[src/rtl/odu_test_pkg.sv]
// ODU test data generator: shared constants, per-channel state and lane pattern.
package odu_test_pkg;

  localparam int NUM_CH    = 80;
  localparam int DATA_W    = 384;
  localparam int ROW_WORDS = 80;
  localparam int ROWS      = 4;
  localparam int LANE_W    = 32;
  localparam int LANES     = DATA_W / LANE_W;
  localparam int CH_W      = 7;

  typedef struct packed {
    logic [7:0] mfas;
    logic [1:0] row;
    logic [6:0] word;
  } ch_state_t;

  function automatic logic [DATA_W-1:0] lane_pattern(
    input logic [CH_W-1:0] chid,
    input ch_state_t       st
  );
    logic [DATA_W-1:0] d;
    logic [3:0]        k4;
    d = '0;
    for (int k = 0; k < LANES; k++) begin
      k4 = 4'(k);
      d[LANE_W*k +: LANE_W] = {4'b0, chid, st.mfas, st.row, st.word, k4};
    end
    return d;
  endfunction

endpackage

[src/rtl/odu_test_data_gen_rr_sel.sv]
// Round-robin pick: first set mask bit at or after the pointer, wrapping.
module odu_rr_sel
  import odu_test_pkg::*;
#(
  parameter int N = odu_test_pkg::NUM_CH
) (
  input  logic [N-1:0]    mask_i,
  input  logic [CH_W-1:0] ptr_i,
  output logic [CH_W-1:0] grant_o,
  output logic            found_o
);

  logic [CH_W:0]   sum;
  logic [CH_W-1:0] idx;

  always_comb begin
    grant_o = '0;
    found_o = 1'b0;
    sum     = '0;
    idx     = '0;
    for (int i = 0; i < N; i++) begin
      sum = {1'b0, ptr_i} + (CH_W+1)'(i);
      if (sum >= (CH_W+1)'(N)) begin
        sum = sum - (CH_W+1)'(N);
      end
      idx = sum[CH_W-1:0];
      if (!found_o && mask_i[idx]) begin
        found_o = 1'b1;
        grant_o = idx;
      end
    end
  end

endmodule

[src/rtl/odu_test_data_gen.sv]
// ODU test payload generator, round-robin over enabled channels.
// Define ODU_TEST_ERR_INJECT_EN to build the single-word bit-0 error injector.
module odu_test_data_gen #(
  parameter int NUM_CH    = odu_test_pkg::NUM_CH,
  parameter int DATA_W    = odu_test_pkg::DATA_W,
  parameter int ROW_WORDS = odu_test_pkg::ROW_WORDS
) (
  input  logic              clk,
  input  logic              rst,
  input  logic [NUM_CH-1:0] i_enable_chid,
  input  logic              i_ready,
  input  logic              i_err_inject,
  input  logic [6:0]        i_err_chid,
  output logic              o_valid,
  output logic [DATA_W-1:0] o_data,
  output logic              o_fs,
  output logic              o_rs,
  output logic [7:0]        o_mfas,
  output logic [6:0]        o_chid
);
  import odu_test_pkg::*;

  ch_state_t st_q [NUM_CH];

  logic [6:0]        ptr_q;
  logic [6:0]        ptr_d;
  logic              valid_q;
  logic [DATA_W-1:0] data_q;
  logic [DATA_W-1:0] data_d;
  logic              fs_q;
  logic              rs_q;
  logic [7:0]        mfas_q;
  logic [6:0]        chid_q;

  logic [6:0] grant;
  logic       found;
  logic       load;
  logic       take;
  logic       flip;
  ch_state_t  gst;
  ch_state_t  st_adv;

  odu_rr_sel #(
    .N(NUM_CH)
  ) u_rr_sel (
    .mask_i  (i_enable_chid),
    .ptr_i   (ptr_q),
    .grant_o (grant),
    .found_o (found)
  );

  assign load = !valid_q || i_ready;
  assign take = load && found;
  assign gst  = st_q[grant];

`ifdef ODU_TEST_ERR_INJECT_EN
  logic       err_arm_q;
  logic [6:0] err_ch_q;

  assign flip = err_arm_q && (err_ch_q == grant);

  // A new pulse re-arms and retargets even while a flip is pending.
  always_ff @(posedge clk or negedge rst) begin
    if (!rst) begin
      err_arm_q <= 1'b0;
      err_ch_q  <= '0;
    end else if (i_err_inject) begin
      err_arm_q <= 1'b1;
      err_ch_q  <= i_err_chid;
    end else if (take && flip) begin
      err_arm_q <= 1'b0;
    end
  end
`else
  logic unused_err;

  assign flip       = 1'b0;
  assign unused_err = ^{i_err_inject, i_err_chid};
`endif

  always_comb begin
    st_adv = gst;
    if (gst.word == 7'(ROW_WORDS-1)) begin
      st_adv.word = '0;
      st_adv.row  = gst.row + 2'd1;
      if (gst.row == 2'(ROWS-1)) begin
        st_adv.mfas = gst.mfas + 8'd1;
      end
    end else begin
      st_adv.word = gst.word + 7'd1;
    end
  end

  always_comb begin
    data_d    = lane_pattern(grant, gst);
    data_d[0] = data_d[0] ^ flip;
  end

  assign ptr_d = (grant == 7'(NUM_CH-1)) ? '0 : grant + 7'd1;

  // Disabled channels restart from frame start when re-enabled.
  always_ff @(posedge clk or negedge rst) begin
    if (!rst) begin
      for (int c = 0; c < NUM_CH; c++) begin
        st_q[c] <= '0;
      end
    end else begin
      for (int c = 0; c < NUM_CH; c++) begin
        if (!i_enable_chid[c]) begin
          st_q[c] <= '0;
        end else if (take && grant == 7'(c)) begin
          st_q[c] <= st_adv;
        end
      end
    end
  end

  always_ff @(posedge clk or negedge rst) begin
    if (!rst) begin
      ptr_q   <= '0;
      valid_q <= 1'b0;
      data_q  <= '0;
      fs_q    <= 1'b0;
      rs_q    <= 1'b0;
      mfas_q  <= '0;
      chid_q  <= '0;
    end else if (load) begin
      valid_q <= found;
      if (found) begin
        ptr_q  <= ptr_d;
        data_q <= data_d;
        chid_q <= grant;
        fs_q   <= (gst.word == '0) && (gst.row == '0);
        rs_q   <= (gst.word == '0);
        mfas_q <= gst.mfas;
      end
    end
  end

  assign o_valid = valid_q;
  assign o_data  = data_q;
  assign o_fs    = fs_q;
  assign o_rs    = rs_q;
  assign o_mfas  = mfas_q;
  assign o_chid  = chid_q;

endmodule
[config.mk]
export PLATFORM = sky130hd
export DESIGN_NAME = odu_test_data_gen
export DESIGN_NICKNAME = d
export VERILOG_FILES = /design/src/rtl/odu_test_pkg.sv /design/src/rtl/odu_test_data_gen_rr_sel.sv /design/src/rtl/odu_test_data_gen.sv
export SDC_FILE = /design/constraint.sdc
export NUM_CORES = 2
export LEC_CHECK = 0
export CAP_MARGIN = 20
export CORE_AREA = 3 3 437 439
export CTS_CLUSTER_SIZE = 14
export DETAILED_ROUTE_END_ITERATION = 8
export DIE_AREA = 0 0 440 442
export PLACE_DENSITY = 0.77
export REMOVE_ABC_BUFFERS = 1
export SYNTH_ARGS = -nofsm -noshare
export SYNTH_HDL_FRONTEND = slang
export SYNTH_SLANG_ARGS = --single-unit
[constraint.sdc]
create_clock -name clk -period 11.02 [get_ports clk]
set_input_delay 3.306 -clock clk [delete_from_list [all_inputs] [get_ports clk]]
set_output_delay 3.306 -clock clk [all_outputs]
set_load 0.01 [all_outputs]
==> results.py, run 1 <==
metrics = {
    "grt": {
        "grt_util_all_layers_pct": 71.5,
        "grt-ovfl-total": 11,
        "grt_pass1_vias": 128000,
        "grt_max_degree": 178,
        "grt_pass1_wl_um": 1000000,
    },
    "logic_synthesis": {
        "synthArstFlopShare_pct": 100,
        "synthMuxAreaShare_pct": 11.9,
        "yosysWarnings": 0,
        "synthXorXnorAreaFrac_pct": 1.26,
        "synth-seq-area-share_pct": 33.9,
        "synth_top_family_by_area": "compound AO/OA/AOI/OAI gates",
        "synth_area_per_cell_um2": 8.13,
        "ys.flop_type": "dfrtp_1",
        "syn_inst": 12700,
        "synth-edff-count": 0,
        "syn-cell-area_um2": 103000,
        "ys_seq_elements": 1395,
        "synth_compound_area_share_pct": 21.6,
        "synth_simple_gate_area_share_pct": 21.3,
        "synth_fa_ha_area_share_pct": 1.76,
        "synthDistinctLibCells": 123,
    },
    "placement": {
        "post_dp_cell_area_um2": 126000,
        "hpwl_um": 453000,
        "place.gp.congestion": 1.42,
        "dp_cells": 16700,
        "portBuffers": 408,
    },
    "cts": {
        "cts_buffers": 133,
        "ctsHoldBuffers": 0,
        "cts.sinks": 1395,
        "cts.htree.levels": 4,
        "cts_buffer_depth": 3,
        "cts-root-buf": "clkbuf_16",
    },
    "outcome": {
        "status": "aborted with a tool error",
        "lastStage": "global routing (5_1_grt)",
        "tool.error": "[ERROR GRT-0116] Global routing finished with congestion. Check the congestion regions in the DRC Viewer.",
    },
    "floorplanning": {
        "fp.dieH_um": 442,
        "die_w_um": 440,
        "start_util_pct": 54.9,
        "rows": 159,
        "io_pins": 493,
    },
}
metrics by stage:
step | setup slack, ns | utilization (%)
2_1_floorplan | -20.67 | -
3_3_place_gp | -3.41 | 67.3
3_5_place_dp | -3.56 | 67.3
4_1_cts | -0.526 | 72.0
cells in the mapped netlist (33+ instances only):
master / number / area (µm²)
nand2_1: 2126 / 7980
dfrtp_1: 1395 / 34900
nor2_1: 1081 / 4060
a21oi_1: 863 / 4320
mux2i_1: 807 / 8080
clkbuf_1: 665 / 2500
nand3_1: 644 / 3220
o21ai_0: 623 / 3120
buf_4: 438 / 3290
a211oi_1: 363 / 2730
buf_2: 249 / 1250
nor3_1: 222 / 1110
inv_1: 212 / 796
o22ai_1: 170 / 1060
ha_1: 143 / 1790
and3_1: 139 / 870
mux2_2: 137 / 1540
o31ai_1: 135 / 1010
xnor2_1: 126 / 1100
o211ai_1: 124 / 931
a31oi_1: 115 / 719
mux4_2: 113 / 2540
o32ai_1: 99 / 867
a311oi_1: 96 / 841
nand4_1: 95 / 594
nor4_1: 91 / 569
and2_1: 81 / 507
buf_1: 77 / 289
a21o_1: 60 / 450
nand2b_1: 57 / 357
o21a_1: 57 / 428
nor2b_1: 56 / 350
or3_1: 54 / 338
a211o_1: 46 / 403
or2_2: 46 / 288
a22oi_1: 45 / 338
a21boi_0: 41 / 308
o221ai_1: 39 / 342
buf_6: 33 / 372
cell families after synthesis:
group,Yosys count
AND/OR/NAND/NOR,4890
AO/OA/AOI/OAI,3333
buffers and inverters,1695
flip-flops,1395
multiplexers,1061
XOR/XNOR,146
adder cells (fa/ha/maj),144
other,1
routing by layer:
metal  GRT overflow  GRT usage [%]
met5              0           32.3
met4              4           69.1
met3              1           56.4
met2              6           88.1
met1              0           71.5
timing repair:
| action | in CTS |
|---|---|
| pin swaps | 130 |
| cloned | 30 |
| setup endpoints to repair | 1379 |
| setup buffers | 183 |
| gates resized for setup | 800 |
| hold endpoints to repair | 0 |
==> run 2: changes to the inputs <==
- CORE_AREA: 3 3 437 439 -> 3 3 512 514
- CTS_CLUSTER_SIZE: 14 -> default
- DIE_AREA: 0 0 440 442 -> 0 0 515 517
- PLACE_DENSITY: 0.77 -> default
- PLACE_DENSITY_LB_ADDON: default -> 0.15
- clock period: 11.02 -> 14.3 ns (I/O delays scaled with it)
==> results.py, run 2 <==
metrics = {
    "cts": {
        "clk_latency_ns": 0.82,
        "cts-root-buf": "clkbuf_16",
        "cts_buffers": 140,
        "cts_buffer_depth": 3,
        "clk_pin_slew_ns": 0.06,
        "cts.htree.levels": 4,
        "cts_tree": "built",
        "cts.sinks": 1395,
        "ctsHoldBuffers": 0,
    },
    "final_layout": {
        "area_growth_pct": 26.3,
        "fin_nets": 14300,
        "largest_register": "st_q",
        "largest_register_ffs": 1360,
        "drive_gt1_share_pct": 21.3,
        "layout_common_cells": "nand2_1 (2124), buf_4 (1970), dfrtp_1 (1388)",
        "final_area_um2": 130000,
        "postLayoutCoreUtil_pct": 50.5,
        "final_common_cell": "nand2_1",
    },
    "grt": {
        "grt_pass1_vias": 109000,
        "grt_util_all_layers_pct": 46.4,
        "global_route.usage.met3_pct": 11.6,
        "gr-usage-met1_pct": 53.1,
        "grt_busiest_layer": "met2",
        "use_met2_pct": 70.5,
        "grt-ovfl-total": 0,
        "grt_pass1_wl_um": 873000,
        "antenna_found_initial": 60,
        "grt_max_degree": 184,
    },
    "critical_path": {
        "path_max_fanout": 38,
        "cp_common_cell": "buf_4",
        "worstRegToRegCells": 49,
        "slowest_stage": "mux4_2",
        "crit_arrival_ns": 14.99,
        "path_class": "input port to flop",
        "critical_path_buf_inv_count": 17,
        "slowest_delay_ns": 0.63,
        "cp_top_family": "buffers and inverters",
        "cp.required_ns": 15.00,
        "r2r-end": "st_q[1274]$_DFFE_PN0P_",
        "reg2reg_slack_ns": 1.00,
        "startpoint_type": "input port",
        "cp-end-kind": "flop",
        "reg2reg_from": "ptr_q[1]$_DFFE_PN0P_",
    },
    "logic_synthesis": {
        "synthDistinctLibCells": 123,
        "yosys-top-cells-area": "dfrtp_1 (34%), mux2i_1 (7.8%), nand2_1 (7.7%), a21oi_1 (4.2%), nor2_1 (3.9%)",
        "synthArstFlopShare_pct": 100,
        "syn_inst": 12700,
        "yosysTopAreaCellShare_pct": 33.9,
        "syn-cell-area_um2": 103000,
        "synth.most_common_cell": "nand2_1",
        "synth-edff-count": 0,
        "synth_area_per_cell_um2": 8.13,
        "yosysTopAreaCell": "dfrtp_1",
        "ys_seq_elements": 1395,
        "synth_common_cells": "nand2_1 (2126), dfrtp_1 (1395), nor2_1 (1081)",
        "yosysWarnings": 0,
        "synth-seq-area-share_pct": 33.9,
        "ys.flop_type": "dfrtp_1",
    },
    "floorplanning": {
        "io_pins": 493,
        "start_util_pct": 40.0,
        "fp.dieH_um": 517,
        "rows": 186,
        "core_area_um2": 257000,
        "die_w_um": 515,
        "die_area_um2": 266000,
    },
    "sta": {
        "fin_ws_ns": 0.0105,
        "finalMaxSlewViolations": 0,
        "min_period_ns": 14.29,
        "fin_tns_setup_ns": 0,
        "period_share_pct": 99.9,
        "hold_viol": 0,
        "worst_slew_pin_slew_ns": 1.37,
        "max_freq_ghz": 0.0700,
        "finalSetupViolations": 0,
        "skew_ns": 0.0358,
        "slew_headroom_pct": 7.90,
    },
    "outcome": {
        "status": "finished, final reports clean",
    },
    "routing": {
        "avgViaCountPerCell": 6.57,
        "final_antenna_net_count": 0,
        "drtIter0Drc": 16100,
        "dr.pass1.iters": 7,
        "num_vias": 116000,
        "wire_per_inst_um": 36.3,
        "wl_um": 639000,
        "drc": 0,
    },
    "placement": {
        "hpwl_um": 494000,
        "place_ws_ns": -0.841,
        "place.gp.congestion": 1.13,
        "portBuffers": 408,
        "post_dp_cell_area_um2": 125000,
    },
    "hold_path": {
        "hold_class": "flop to flop",
        "whs_path_depth": 2,
        "min_from": "o_rs$_DFFE_PN0P_",
        "whs_endpoint": "o_rs$_DFFE_PN0P_",
    },
    "flow_run": {
        "maxCapViolCount": 0,
    },
}
==> run 2: kinds of logic after synthesis <==
logic type	count (synthesis)	synth area share (%)
mux	1061	11.9
buf+inv	1695	8.33
compound gates	3333	21.6
flops	1395	33.9
xor+xnor	146	1.26
fa+ha+maj	144	1.76
other cells	1	0.00364
simple gates	4890	21.3
==> run 2: routing by layer <==
metal	wire (µm)	share of wire, %	vias up
met4	77200	12	18
met5	119	0.019	-
met1	223000	35	57100
met3	63100	9.9	2316
met2	276000	43	8141
li1	-	-	48200
==> run 2: stage by stage <==
stage / instances / hold WS [ns]
3_5_place_dp: 17300 / 0.471
4_1_cts: 17500 / 0.486
3_3_place_gp: 17300 / 0.466
5_1_grt: 17600 / 0.501
2_1_floorplan: 11300 / 0.468
6_report: 17600 / 0.483
==> run 2: repair_timing <==
item	CTS	global route
resized for setup	2	27
buffers inserted	0	6
pin swaps	1	6
gates cloned	0	1
setup endpoints to repair	21	931
==> run 2: worst register-to-register path: cells and delay by family, from the launching register on <==
family / cells / cell delay [ns]
xor gates and xnor gates: 2 / 0.57
DFF: 1 / 0.66
AOI/OAI and AO/OA: 15 / 4.70
adders and majority gates: 3 / 1.52
and+or+nand+nor: 12 / 2.42
buffers and inverters: 17 / 3.37
==> run 2: cell type report <==
cell class              instances  area, µm²
inverters                     231        882
multi-input cells            9650      60600
repair buffers               2655      24400
well taps                    3384       4230
clock buffers                 193       3970
fillers                     24300     127000
clock inverters                57        853
flip-flops and latches       1395      34900
diodes                         41        103
==> run 2: worst max path at each step <==
stage | startpoint | end | slack (ns) | depth (start not counted)
after floorplan | ptr_q[0]$_DFFE_PN0P_ | st_q[0]$_DFFE_PN0P_ | -17.39 | 32
after global placement | i_enable_chid[58] | st_q[268]$_DFFE_PN0P_ | -0.88 | 38
after detailed placement | i_enable_chid[58] | st_q[1305]$_DFFE_PN0P_ | -0.84 | 44
after CTS | i_enable_chid[58] | st_q[1274]$_DFFE_PN0P_ | 0.09 | 45
after global routing | i_enable_chid[58] | st_q[591]$_DFFE_PN0P_ | -0.03 | 44
final | i_enable_chid[57] | st_q[1274]$_DFFE_PN0P_ | 0.01 | 46
Power of run 2 is not shown: default switching activity piles up to over one toggle a cycle in this logic, so the estimate is an artifact.
